## src/rtl/imem_arbiter.sv

```systemverilog
`default_nettype none
// ============================================================================
// Module      : imem_arbiter
// Description : Two-requester round-robin arbiter in front of a combinational
//               instruction ROM, with range checking and per-requester flush.
// Revision    : 1.0 - initial release
// ============================================================================
module imem_arbiter #(
   parameter int N   = 32,
   parameter int INS = 10
) (
   input  logic         clk,
   input  logic         rst_n,
   input  logic         req_0,
   input  logic         req_1,
   input  logic [N-1:0] addr_0,
   input  logic [N-1:0] addr_1,
   input  logic         flush_0,
   input  logic         flush_1,
   output logic         gnt_0,
   output logic         gnt_1,
   output logic         rvalid_0,
   output logic         rvalid_1,
   output logic [N-1:0] rdata_0,
   output logic [N-1:0] rdata_1,
   output logic         rerr_0,
   output logic         rerr_1,
   output logic [N-1:0] mem_pc,
   input  logic [N-1:0] mem_instruction
);

   localparam logic [1:0]   c_idle   = 2'd0;
   localparam logic [1:0]   c_access = 2'd1;
   localparam logic [1:0]   c_resp   = 2'd2;
   localparam logic [N-1:0] c_ins    = N'(INS);

   logic [1:0]   r_state;
   logic         r_owner;
   logic         r_ptr;
   logic [N-1:0] r_addr;
   logic [N-1:0] r_rdata_0;
   logic [N-1:0] r_rdata_1;
   logic         r_rerr_0;
   logic         r_rerr_1;

   logic         w_idle;
   logic         w_access;
   logic         w_resp;
   logic         w_gnt_0;
   logic         w_gnt_1;
   logic         w_in_range;
   logic         w_flush_own;
   logic [N-1:0] w_capture;

   assign w_idle   = (r_state == c_idle);
   assign w_access = (r_state == c_access);
   assign w_resp   = (r_state == c_resp);

   // Grants are gated by rst_n so they read 0 while reset is held.
   assign w_gnt_0 = rst_n & w_idle & req_0 & (~req_1 | ~r_ptr);
   assign w_gnt_1 = rst_n & w_idle & req_1 & (~req_0 |  r_ptr);

   assign w_in_range  = (r_addr < c_ins);
   assign w_flush_own = r_owner ? flush_1 : flush_0;
   assign w_capture   = w_in_range ? mem_instruction : '0;

   assign gnt_0    = w_gnt_0;
   assign gnt_1    = w_gnt_1;
   assign mem_pc   = (w_access && w_in_range) ? r_addr : '0;
   assign rvalid_0 = w_resp & ~r_owner & ~w_flush_own;
   assign rvalid_1 = w_resp &  r_owner & ~w_flush_own;
   assign rdata_0  = r_rdata_0;
   assign rdata_1  = r_rdata_1;
   assign rerr_0   = r_rerr_0;
   assign rerr_1   = r_rerr_1;

   always_ff @(posedge clk or negedge rst_n) begin
      if (!rst_n) begin
         r_state <= c_idle;
         r_owner <= 1'b0;
         r_ptr   <= 1'b0;
         r_addr  <= '0;
      end else begin
         case (r_state)
            c_idle: begin
               if (w_gnt_0 || w_gnt_1) begin
                  r_owner <= w_gnt_1;
                  r_addr  <= w_gnt_1 ? addr_1 : addr_0;
                  r_ptr   <= ~w_gnt_1;
                  r_state <= c_access;
               end
            end
            c_access: begin
               // An owner flush cancels the fetch before the response phase.
               r_state <= w_flush_own ? c_idle : c_resp;
            end
            c_resp: begin
               r_state <= c_idle;
            end
            default: begin
               r_state <= c_idle;
            end
         endcase
      end
   end

   always_ff @(posedge clk or negedge rst_n) begin
      if (!rst_n) begin
         r_rdata_0 <= '0;
         r_rdata_1 <= '0;
         r_rerr_0  <= 1'b0;
         r_rerr_1  <= 1'b0;
      end else if (w_access && !w_flush_own) begin
         if (r_owner) begin
            r_rdata_1 <= w_capture;
            r_rerr_1  <= ~w_in_range;
         end else begin
            r_rdata_0 <= w_capture;
            r_rerr_0  <= ~w_in_range;
         end
      end
   end

endmodule
`default_nettype wire

```

## config.mk

```make
export PLATFORM = sky130hd
export DESIGN_NAME = imem_arbiter
export DESIGN_NICKNAME = d
export VERILOG_FILES = /design/src/rtl/imem_arbiter.sv
export SDC_FILE = /design/constraint.sdc
export NUM_CORES = 1
export LEC_CHECK = 0
export BUFFER_PORTS_ARGS = -buffer_cell sky130_fd_sc_hd__buf_2
export CAP_MARGIN = 20
export CORE_MARGIN = 2
export CORE_UTILIZATION = 52
export CTS_CLUSTER_DIAMETER = 100
export CTS_CLUSTER_SIZE = 30
export DETAILED_ROUTE_END_ITERATION = 7
export GPL_ROUTABILITY_DRIVEN = 0
export HOLD_SLACK_MARGIN = 0.15
export PLACE_DENSITY = 0.87
export SYNTH_ARGS = -nofsm -noshare
export SYNTH_HDL_FRONTEND = slang
export SYNTH_SLANG_ARGS = --single-unit
```

## constraint.sdc

```tcl
create_clock -name clk -period 2.54 [get_ports clk]
set_clock_uncertainty 0.05 [all_clocks]
set_input_delay 0 -clock clk [delete_from_list [all_inputs] [get_ports clk]]
set_output_delay 0 -clock clk [all_outputs]
set_load 0.02 [all_outputs]
```

==> parameters.txt, run 1 <==
Parameter                              Value

Run status
  Result of the run    finished, final reports clean

Routing
  WL/cell    17.9 um
  Final routed DRC violation total    0
  Number of nets still failing antenna checks after routing    0
  Avg Vias per Cell    5.69
  Total via count after detailed routing    4810
  Starting DRT DRC Count    299
  Pre-antenna DRT Iters    5
  Detailed Route WL    15200 um

Clock network
  Root Buffer Master    sky130_fd_sc_hd__clkbuf_8
  Clock slew at the register clock pins of the worst setup and hold paths    approximately 0.11 ns
  Total number of H-tree levels    3
  Sink Count    102
  Maximum buffer depth of the clock tree    2
  CTS Buf Count    9
  CTS tree    yes
  Worst skew pair latency    between 0.3 and 0.4 ns

Placement
  Count of buffers from port buffering    175
  Instance count after placement with tap cells included    725
  Detailed Place HPWL    8620 um

Cells and area
  Share of cells above drive strength 1    28.6%
  Most frequent cells in the layout    sky130_fd_sc_hd__buf_2, sky130_fd_sc_hd__nand2_1, sky130_fd_sc_hd__dfrtp_1, sky130_fd_sc_hd__dlygate4sd3_1, sky130_fd_sc_hd__o31ai_1
  Area added between synthesis and finish    43.0%
  Layout Cells excl Fill    845
  Leading cell type in the layout, fill and taps excluded    sky130_fd_sc_hd__buf_2
  FILL cells    540
  Number of nets in the final layout    834
  Antenna cell count    0

GRT
  GRT overflow    0
  Pin count of the biggest net entering global routing    roughly 70
  Global routing usage summed across all routing layers    between 30% and 40%
  First-pass GRT wire length    23700 um
  Number of antenna violations at the first check in global routing    0
  Number of global-route vias before repair    4873

Pwr
  Switching power    0.00120 W
  Sequential share of power    between 40 and 50%
  Internal power summed over all cells    around 0.0028 W
  Portion of total power attributed to the clock network    ~24%
  Total Power Consumption    roughly 0.0040 W
  Comb pwr share    25.9%
  PwrDens    just under 600 nW/um2
  Switching part of the total    a little under a third
  Leakage power of the design    around 3.4 nW
  Largest voltage drop on the vdd net    0.000323 V

Worst setup path
  Startpoint kind of the worst setup timing path    register
  Endpoint arrival time on the critical path    2.27 ns
  Critical path fanouts, max    70
  Startpoint of the worst register-to-register path    r_state[1]$_DFFE_PN0P_
  Count of buffering cells on the critical path with inverters included    2
  CP endpoint kind    output port
  Most frequent cell on the critical path    sky130_fd_sc_hd__nor4_1
  List of cells traversed by the critical path    nor4_1 > nand4_1 > buf_4 > nor4_1 > buf_2
  Worst-path cell with the longest stage delay    sky130_fd_sc_hd__dfrtp_1
  Worst Setup Path Type    reg -> out
  Stage delay of the slowest cell on the critical path    0.42 ns
  Endpoint required time on the critical path    2.49 ns
  Kind of cell adding the most delay to the critical path    simple AND/OR/NAND/NOR gates
  Crit path launch    r_addr[24]$_DFFE_PN0P_

Hold path
  Path category of the worst min-delay check    in -> async

Die
  Height of the chip    99.5 um
  Overall die width    99.5 um
  Core region area    8760 um2
  Initial Util    54.1%
  Area of the die    9900 um2
  Ports placed on the boundary    204
  Rows    34

Synth
  Cell type with the largest total area after synthesis    sky130_fd_sc_hd__dfrtp_1
  Distinct cells, synth    27
  Register bit total from synthesis    102
  Share of the synthesized area in the top cell type    53.8%
  Number of instances in the synthesized netlist    approximately 470
  Avg Cell Area, Syn    10.0 um2
  Area of the mapped netlist    4740 um2
  Count of flip-flops with a built-in enable after synthesis    0
  FFs w/ async S/R, synth    100%
  Leading post-synthesis cells by cell area    sky130_fd_sc_hd__dfrtp_1, sky130_fd_sc_hd__nand2_1, sky130_fd_sc_hd__o31ai_1
  Post-synth top flop    sky130_fd_sc_hd__dfrtp_1
  Sequential fraction of the synthesis area    53.8%
  Warnings, synthesis    0

Timing
  Final sum of negative setup slack    0 ns
  RSZ-0062 raised after global routing    false
  Highest Clock Rate    431 MHz
  Post-layout minimum cycle time    roughly 2.3 ns
  Endpoints failing setup    0
  Period utilization    91.3%
  Count of endpoints failing hold in the final timing report    0
  Count of final max-slew check failures    0
  Slew at the pin closest to its max-slew limit    0.825 ns
  Tightest hold margin    0.255 ns
  Tightest slew margin relative to the limit    45.0%

Job
  Number of maximum-capacitance constraint violations    0
logic make-up (layout without fill, tap and decap cells):
kind of cell / after synthesis / count (layout) / synth area share [%]
AO/OA/AOI/OAI: 104 / 104 / 18.0
AND/OR/NAND/NOR: 190 / 190 / 19.1
flip-flops: 102 / 102 / 53.8
buffers and inverters: 76 / 313 / 9.03
other: 1 / 28 / 0.0791
routing by layer:
metal  vias to the layer above  global-route usage [%]  routed length (um)
li1                       2153                       -                   -
met1                      2298                    37.0                5760
met2                       308                    51.6                7570
met3                        51                    5.76                1360
met4                         0                    14.3                 463
met5                         -                       0                   0
path summary, 6_finish.rpt:
kind                                      endpoint  slack (ns)  cells past startpoint
setup reg to reg            r_addr[28]$_DFFE_PN0P_        0.22                      6
max in group asynchronous  rdata_1[19]$_DFFE_PN0P_        0.98                      4
setup / recovery                         mem_pc[3]        0.22                      5
hold reg to reg            rdata_1[21]$_DFFE_PN0P_        0.43                      2
hold / removal               r_addr[1]$_DFFE_PN0P_        0.26                      3
min in group clk           rdata_1[15]$_DFFE_PN0P_        0.37                      4
power by group through the flow:
stage          sequential [W]  clock [W]  combinational (W)
4_1_cts               0.00195   0.000976           0.000964
3_3_place_gp          0.00197          0           0.000619
2_1_floorplan         0.00194          0           0.000467
5_1_grt               0.00199    0.00104            0.00109
3_5_place_dp          0.00198          0           0.000660
6_report              0.00197   0.000961            0.00102
layout make-up:
| type | count | area (um2) | share of cell area [%] |
|---|---|---|---|
| clock buffers | 9 | 124 | 1.83 |
| clock inverters | 7 | 56.3 | 0.831 |
| inverters | 6 | 22.5 | 0.332 |
| multi-input cells | 322 | 1870 | 27.5 |
| flip-flops and latches | 102 | 2550 | 37.7 |
| well taps | 108 | 135 | 1.99 |
| repair buffers | 291 | 2020 | 29.8 |
registers in the layout, summed over array words and instances (netlist names):
name     cells
rdata_0     32
r_ptr        1
r_state      2
rerr_0       1
r_owner      1
rdata_1     32
r_addr      32
rerr_1       1
per-stage QoR:
| step | utilization (%) | instance area [um2] | setup slack, ns |
|---|---|---|---|
| 2_1_floorplan | - | 4840 | 0.683 |
| 3_3_place_gp | 63.2 | 5540 | 0.708 |
| 3_5_place_dp | 63.5 | 5560 | 0.692 |
| 4_1_cts | 77.1 | 6760 | 0.125 |
| 5_1_grt | 77.3 | 6780 | 0.0410 |
| 6_report | 77.3 | 6780 | 0.221 |
synth_stat cells (all sizes together) (2+ instances only):
cell type and instances:
o31ai 64, a221o 32, and3 33, nor4 11, dfrtp 102, buf 43, o31a 2, nor2 3
clkbuf 27, inv 6, nand4 2, a21oi 2, nand2 129, nand2b 6, o21ai 2
worst register-to-register path: stages (launching register included):
cell                            delay, ns
sky130_fd_sc_hd__dfrtp_1             0.49
sky130_fd_sc_hd__nor3b_4             0.32
sky130_fd_sc_hd__buf_4               0.18
sky130_fd_sc_hd__and3_1              0.20
sky130_fd_sc_hd__buf_4               0.25
sky130_fd_sc_hd__a221o_1             0.21
sky130_fd_sc_hd__dlygate4sd3_1       0.56
repair_timing:
item	CTS	global route
endpoints found under the setup margin	0	6
setup buffers	0	3
hold endpoints to repair	135	0
gates resized for setup	0	0
hold buffers	101	0
(Power assumes the default switching activity.)
==> run 2: changes to the inputs <==
Settings changed: ABC_AREA set to 1, CORE_UTILIZATION 52 to 51.
==> run 2 against run 1 <==
Net effect: worst setup slack better by 0.079 ns; sequential power is 7% higher; wire length down 7.1%.
==> parameters.txt, run 2 <==
Parameter                              Value

Clock network
  Sink Count    102
  Clock slew at the register clock pins of the worst setup and hold paths    0.11 ns
  Number of buffers inserted by hold repair at cts    ~100
  Number of buffers inserted to repair setup after CTS    0
  Root Buffer Master    sky130_fd_sc_hd__clkbuf_8
  Total number of H-tree levels    3
  Post-cts sizing count    0
  Worst skew pair latency    0.35 ns
  CTS Buf Count    9
  Maximum buffer depth of the clock tree    2
  CTS tree    yes

Routing
  Pre-antenna DRT Iters    5
  WL/cell    15.2 um
  Detailed Route WL    14100 um
  Starting DRT DRC Count    ~260
  Total via count after detailed routing    4759
  Number of nets still failing antenna checks after routing    0
  Final routed DRC violation total    0
  Avg Vias per Cell    5.13

Placement
  Count of buffers from port buffering    175
  Worst setup timing slack at the placement stage    roughly 0.69 ns
  Detailed Place HPWL    a little over 8000 um
  Post-detailed-placement cell area    5350 um2

Die
  Overall die width    98.5 um
  Area of the die    9690 um2
  Core region area    around 8700 um2
  Ports placed on the boundary    ~200
  Rows    34
  Height of the chip    98.5 um
  Initial Util    a little over half

Synth
  Distinct cells, synth    20
  Count of flip-flops with a built-in enable after synthesis    0
  Avg Cell Area, Syn    8.35 um2
  Most frequent cells after synthesis    sky130_fd_sc_hd__nand2_1, sky130_fd_sc_hd__dfrtp_1, sky130_fd_sc_hd__nand3_1
  Leading post-synthesis cells by cell area    sky130_fd_sc_hd__dfrtp_1, sky130_fd_sc_hd__nand2_1, sky130_fd_sc_hd__nand3_1
  Register bit total from synthesis    roughly 100
  Cell type with the largest total area after synthesis    sky130_fd_sc_hd__dfrtp_1
  Most repeated cell in the gate-level netlist after synthesis    sky130_fd_sc_hd__nand2_1
  Area of the mapped netlist    4550 um2
  Number of instances in the synthesized netlist    545
  Post-synth top flop    sky130_fd_sc_hd__dfrtp_1
  Warnings, synthesis    0
  FFs w/ async S/R, synth    100%
  Share of the synthesized area in the top cell type    56.1%
  Sequential fraction of the synthesis area    between 50 and 60%

Timing
  Period utilization    between 80% and 90%
  Slew at the pin closest to its max-slew limit    0.643 ns
  Count of final max-slew check failures    0
  Highest Clock Rate    446 MHz
  RSZ-0062 raised after global routing    false
  Tightest slew margin relative to the limit    between 50% and 60%
  Post-layout minimum cycle time    approximately 2.2 ns
  Count of endpoints failing hold in the final timing report    0
  Endpoints failing setup    0
  Final sum of negative setup slack    0 ns
  Final critical-path setup slack    roughly 0.3 ns
  Tightest hold margin    0.280 ns

Cells and area
  Area added between synthesis and finish    44.3%
  Area used by sequential logic in the layout    2550 um2
  FILL cells    570
  Most frequent cells in the layout    sky130_fd_sc_hd__nand2_1, sky130_fd_sc_hd__buf_2, sky130_fd_sc_hd__dlygate4sd3_1, sky130_fd_sc_hd__dfrtp_1, sky130_fd_sc_hd__nand3_1
  Number of nets in the final layout    915
  Leading cell type in the layout, fill and taps excluded    sky130_fd_sc_hd__nand2_1
  Share of cells above drive strength 1    between 20 and 30%
  Final Cell Area    6570 um2
  Multi-input combinational cell area    1670 um2

Pwr
  PwrDens    ~700 nW/um2
  Total Power Consumption    0.00455 W
  Largest voltage drop on the vdd net    0.000467 V
  Leakage power of the design    3.76 nW

Worst setup path
  Flop-to-flop setup slack    0.30 ns
  Worst Reg2Reg Path Length in Cells    7
  Endpoint required time on the critical path    about 2.8 ns
  Endpoint arrival time on the critical path    ~2.5 ns
  Startpoint kind of the worst setup timing path    register
  Most frequent cell on the critical path    sky130_fd_sc_hd__nand2_1
  CP endpoint kind    register
  Worst setup endpoint    r_addr[23]$_DFFE_PN0P_
  Crit path launch    r_state[1]$_DFFE_PN0P_
  Worst Setup Path Type    reg -> reg
  Worst-path cell with the longest stage delay    sky130_fd_sc_hd__dlygate4sd3_1
  List of cells traversed by the critical path    nor3b_1 > nand2_1 > clkinv_1 > buf_4 > nand2_1 > nand3_1 > dlygate4sd3_1
  Startpoint of the worst register-to-register path    r_state[1]$_DFFE_PN0P_
  Critical path fanouts, max    28
  Stage delay of the slowest cell on the critical path    about 0.55 ns
  Critical R2R Capture    r_addr[23]$_DFFE_PN0P_

Job
  Number of maximum-capacitance constraint violations    0

GRT
  GRT overflow    0
  Number of global-route vias before repair    between 4000 and 5000
  Global routing usage summed across all routing layers    28.9%
  Pin count of the biggest net entering global routing    67
  First-pass GRT wire length    22400 um
  Number of antenna violations at the first check in global routing    1

Run status
  Result of the run    finished, final reports clean

Hold path
  Path category of the worst min-delay check    in -> async
## run 2: cell type report
type                       count  share of cell area [%]
inverter                      15                   0.857
clock buffer                  10                    2.10
tap                          108                    2.06
sequential                   102                    38.9
antenna                        1                  0.0381
timing repair buffer         285                    29.8
clock inverter                 6                   0.838
multi-input combinational    400                    25.4
## run 2: through the flow
stage	util, %	instances
2_1_floorplan	-	572
3_3_place_gp	61.7	808
3_5_place_dp	61.7	808
4_1_cts	75.6	926
5_1_grt	75.7	927
6_report	75.7	927
## run 2: logic make-up (layout without fill, tap and decap cells)
family | after synthesis | after routing | synth area share, %
AND/OR/NAND/NOR | 361 | 361 | 32.7
flip-flops | 102 | 102 | 56.1
buffers and inverters | 70 | 316 | 9.57
AO/OA/AOI/OAI | 11 | 11 | 1.54
other | 1 | 29 | 0.0824
## run 2: worst min-delay path by stage
stage	from	depth (start not counted)	end	slack [ns]
5_1_grt	rst_n	3	rdata_0[26]$_DFFE_PN0P_	0.35
4_1_cts	rst_n	3	rdata_1[26]$_DFFE_PN0P_	0.30
3_3_place_gp	rst_n	2	r_state[1]$_DFFE_PN0P_	0.13
2_1_floorplan	rst_n	0	r_addr[0]$_DFFE_PN0P_	-0.35
6_report	rst_n	3	rdata_0[22]$_DFFE_PN0P_	0.28
3_5_place_dp	rst_n	2	rdata_0[22]$_DFFE_PN0P_	0.15
## run 2: report_power, final
part	internal (W)	switching, W
logic	0.000724	0.000752
clock network	0.000401	0.000572
registers	0.00192	0.000182
## run 2: worst max-delay path: cells and delay by family (launching register included)
| family | cells | cell delay [ns] |
|---|---|---|
| buffers and inverters | 3 | 1.01 |
| DFF | 1 | 0.42 |
| and+or+nand+nor | 4 | 0.68 |
## run 2: layer usage
metal  up-vias  share of wire [%]  wire (um)  global-route usage, %
met1      2231                 37       5280                   34.5
li1       2197                  -          -                      -
met5         -                  0          0                      0
met3        42                8.2       1160                   4.82
met4         0                2.7        380                   11.1
met2       289                 52       7260                   52.5
==> run 3: changes to the inputs <==
==> constraint.sdc (replaced) <==
create_clock -name clk -period 2.54 [get_ports clk]
set_clock_uncertainty 0.05 [all_clocks]
set_input_delay 0.127 -clock clk [delete_from_list [all_inputs] [get_ports clk]]
set_output_delay 0.127 -clock clk [all_outputs]
set_load 0.02 [all_outputs]
==> run 3 against run 2 <==
Net effect: clock-buffer cell count is 1 lower; sequential power hardly changed; via count is 0.76% higher; core utilization is 0.19 points higher; maximum frequency is 8.6% lower; global-route usage hardly changed; wire length is 1.9% higher; critical path depth is 1 higher; largest cell class unchanged.
==> parameters.txt, run 3 (same netlist as run 2, synthesis figures left out) <==
Parameter                              Value

Job
  Number of maximum-capacitance constraint violations    0

GRT
  Number of antenna violations at the first check in global routing    0
  Global routing usage summed across all routing layers    29.0%
  Pin count of the biggest net entering global routing    67
  First-pass GRT wire length    about 23000 um
  Number of global-route vias before repair    4759
  GRT overflow    0

Die
  Rows    34
  Height of the chip    98.5 um
  Ports placed on the boundary    between 200 and 250
  Area of the die    9690 um2
  Overall die width    98.5 um
  Core region area    8680 um2
  Initial Util    52.4%

Worst setup path
  Worst Reg2Reg Path Length in Cells    7
  Stage delay of the slowest cell on the critical path    0.59 ns
  Startpoint of the worst register-to-register path    r_ptr$_DFFE_PN0P_
  Worst Setup Path Type    in -> reg
  Kind of cell adding the most delay to the critical path    buffers and inverters
  Critical path fanouts, max    34
  Count of buffering cells on the critical path with inverters included    4
  Crit path launch    rst_n
  Critical R2R Capture    r_addr[2]$_DFFE_PN0P_
  CP endpoint kind    register
  Flop-to-flop setup slack    0.17 ns
  Endpoint required time on the critical path    around 2.7 ns
  Startpoint kind of the worst setup timing path    input port
  Endpoint arrival time on the critical path    approximately 2.6 ns
  Worst-path cell with the longest stage delay    sky130_fd_sc_hd__dlygate4sd3_1
  List of cells traversed by the critical path    dlygate4sd3_1 > buf_4 > nor3b_1 > nand2_1 > clkinvlp_4 > nand2_1 > o211ai_1 > dlygate4sd3_1

Run status
  Result of the run    finished, final reports clean

Routing
  Pre-antenna DRT Iters    5
  Number of nets still failing antenna checks after routing    0
  Detailed Route WL    approximately 14000 um
  Starting DRT DRC Count    a little over 200
  Avg Vias per Cell    approximately 5.2
  WL/cell    15.5 um
  Final routed DRC violation total    0
  Total via count after detailed routing    4795

Cells and area
  Share of cells above drive strength 1    25.4%
  Layout Cells excl Fill    923
  Antenna cell count    0
  Number of nets in the final layout    912
  FILL cells    546
  Area added between synthesis and finish    44.7%
  Leading cell type in the layout, fill and taps excluded    sky130_fd_sc_hd__nand2_1
  Most frequent cells in the layout    sky130_fd_sc_hd__nand2_1, sky130_fd_sc_hd__buf_2, sky130_fd_sc_hd__dfrtp_1, sky130_fd_sc_hd__dlygate4sd3_1, sky130_fd_sc_hd__nand3_1
  Final core utilization    75.9%

Clock network
  Sink Count    102
  Clock slew at the register clock pins of the worst setup and hold paths    0.11 ns
  Maximum buffer depth of the clock tree    2
  CTS tree    yes
  Worst skew pair latency    0.35 ns
  Total number of H-tree levels    3
  Number of buffers inserted to repair setup after CTS    0
  CTS Buf Count    9
  Root Buffer Master    sky130_fd_sc_hd__clkbuf_8

Placement
  Detailed Place HPWL    8120 um
  Instance count after placement with tap cells included    806
  Worst setup timing slack at the placement stage    0.624 ns
  Count of buffers from port buffering    175

Pwr
  Largest voltage drop on the vdd net    0.000444 V
  Leakage power of the design    3.76 nW
  PwrDens    715 nW/um2

Timing
  Final sum of negative setup slack    0 ns
  Highest Clock Rate    408 MHz
  Count of final max-slew check failures    0
  Slew at the pin closest to its max-slew limit    around 0.68 ns
  Tightest hold margin    0.408 ns
  Post-layout minimum cycle time    between 2 and 2.5 ns
  Final critical-path setup slack    0.0876 ns
  Period utilization    96.6%
  Tightest slew margin relative to the limit    a little over half
  Count of endpoints failing hold in the final timing report    0
  RSZ-0062 raised after global routing    false
  Endpoints failing setup    0

Hold path
  Path category of the worst min-delay check    in -> async
-- run 3: cell type report --
cell class              instances  area (um2)  area share [%]
well taps                     108         135            2.05
inverters                      15        63.8           0.969
clock inverters                 7         105            1.60
repair buffers                282        1930            29.4
flip-flops and latches        102        2550            38.8
clock buffers                   9         124            1.88
multi-input cells             400        1670            25.4
-- run 3: metal layers --
layer | wire length (um) | global-route usage (%) | vias up
met3 | 1110 | 5.25 | 36
met2 | 7390 | 51.0 | 290
met4 | 325 | 10.1 | 0
li1 | - | - | 2190
met1 | 5530 | 36.0 | 2279
met5 | 0 | 0 | -
-- run 3: worst max-delay path by stage --
| stage | end | slack (ns) | cells past startpoint |
|---|---|---|---|
| final | r_addr[2]$_DFFE_PN0P_ | 0.09 | 8 |
| after detailed placement | gnt_1 | 0.62 | 5 |
| after floorplan | mem_pc[0] | 1.03 | 8 |
| after CTS | r_addr[0]$_DFFE_PN0P_ | 0.01 | 8 |
| after global routing | r_addr[2]$_DFFE_PN0P_ | 0.02 | 8 |
| after global placement | gnt_1 | 0.65 | 5 |
-- run 3: where the power goes --
| part | internal [W] | switching (W) | leakage, nW |
|---|---|---|---|
| Combinational | 0.000708 | 0.000746 | 2.28 |
| Sequential | 0.00192 | 0.000177 | 1.36 |
| Clock | 0.000569 | 0.000584 | 0.112 |
| Total | 0.00320 | 0.00151 | 3.76 |
-- run 3: repair_timing --
item | in CTS | in global routing
hold buffers | 101 | 0
gates resized for setup | 0 | 2
endpoints found under the setup margin | 0 | 33
endpoints found under the hold margin | 147 | 0
-- run 3: worst min-delay path, cell delays in order --
cell and delay, ns:
sky130_fd_sc_hd__dlygate4sd3_1 0.54, sky130_fd_sc_hd__buf_4 0.13, sky130_fd_sc_hd__buf_4 0.50
-- run 3: stage by stage --
| step | total power [W] | cell area (um2) |
|---|---|---|
| finish | 0.00471 | 6580 |
| global route | 0.00495 | 6580 |
| floorplan | 0.00275 | 4650 |
| global placement | 0.00297 | 5340 |
| CTS | 0.00463 | 6580 |
| detailed placement | 0.00303 | 5340 |
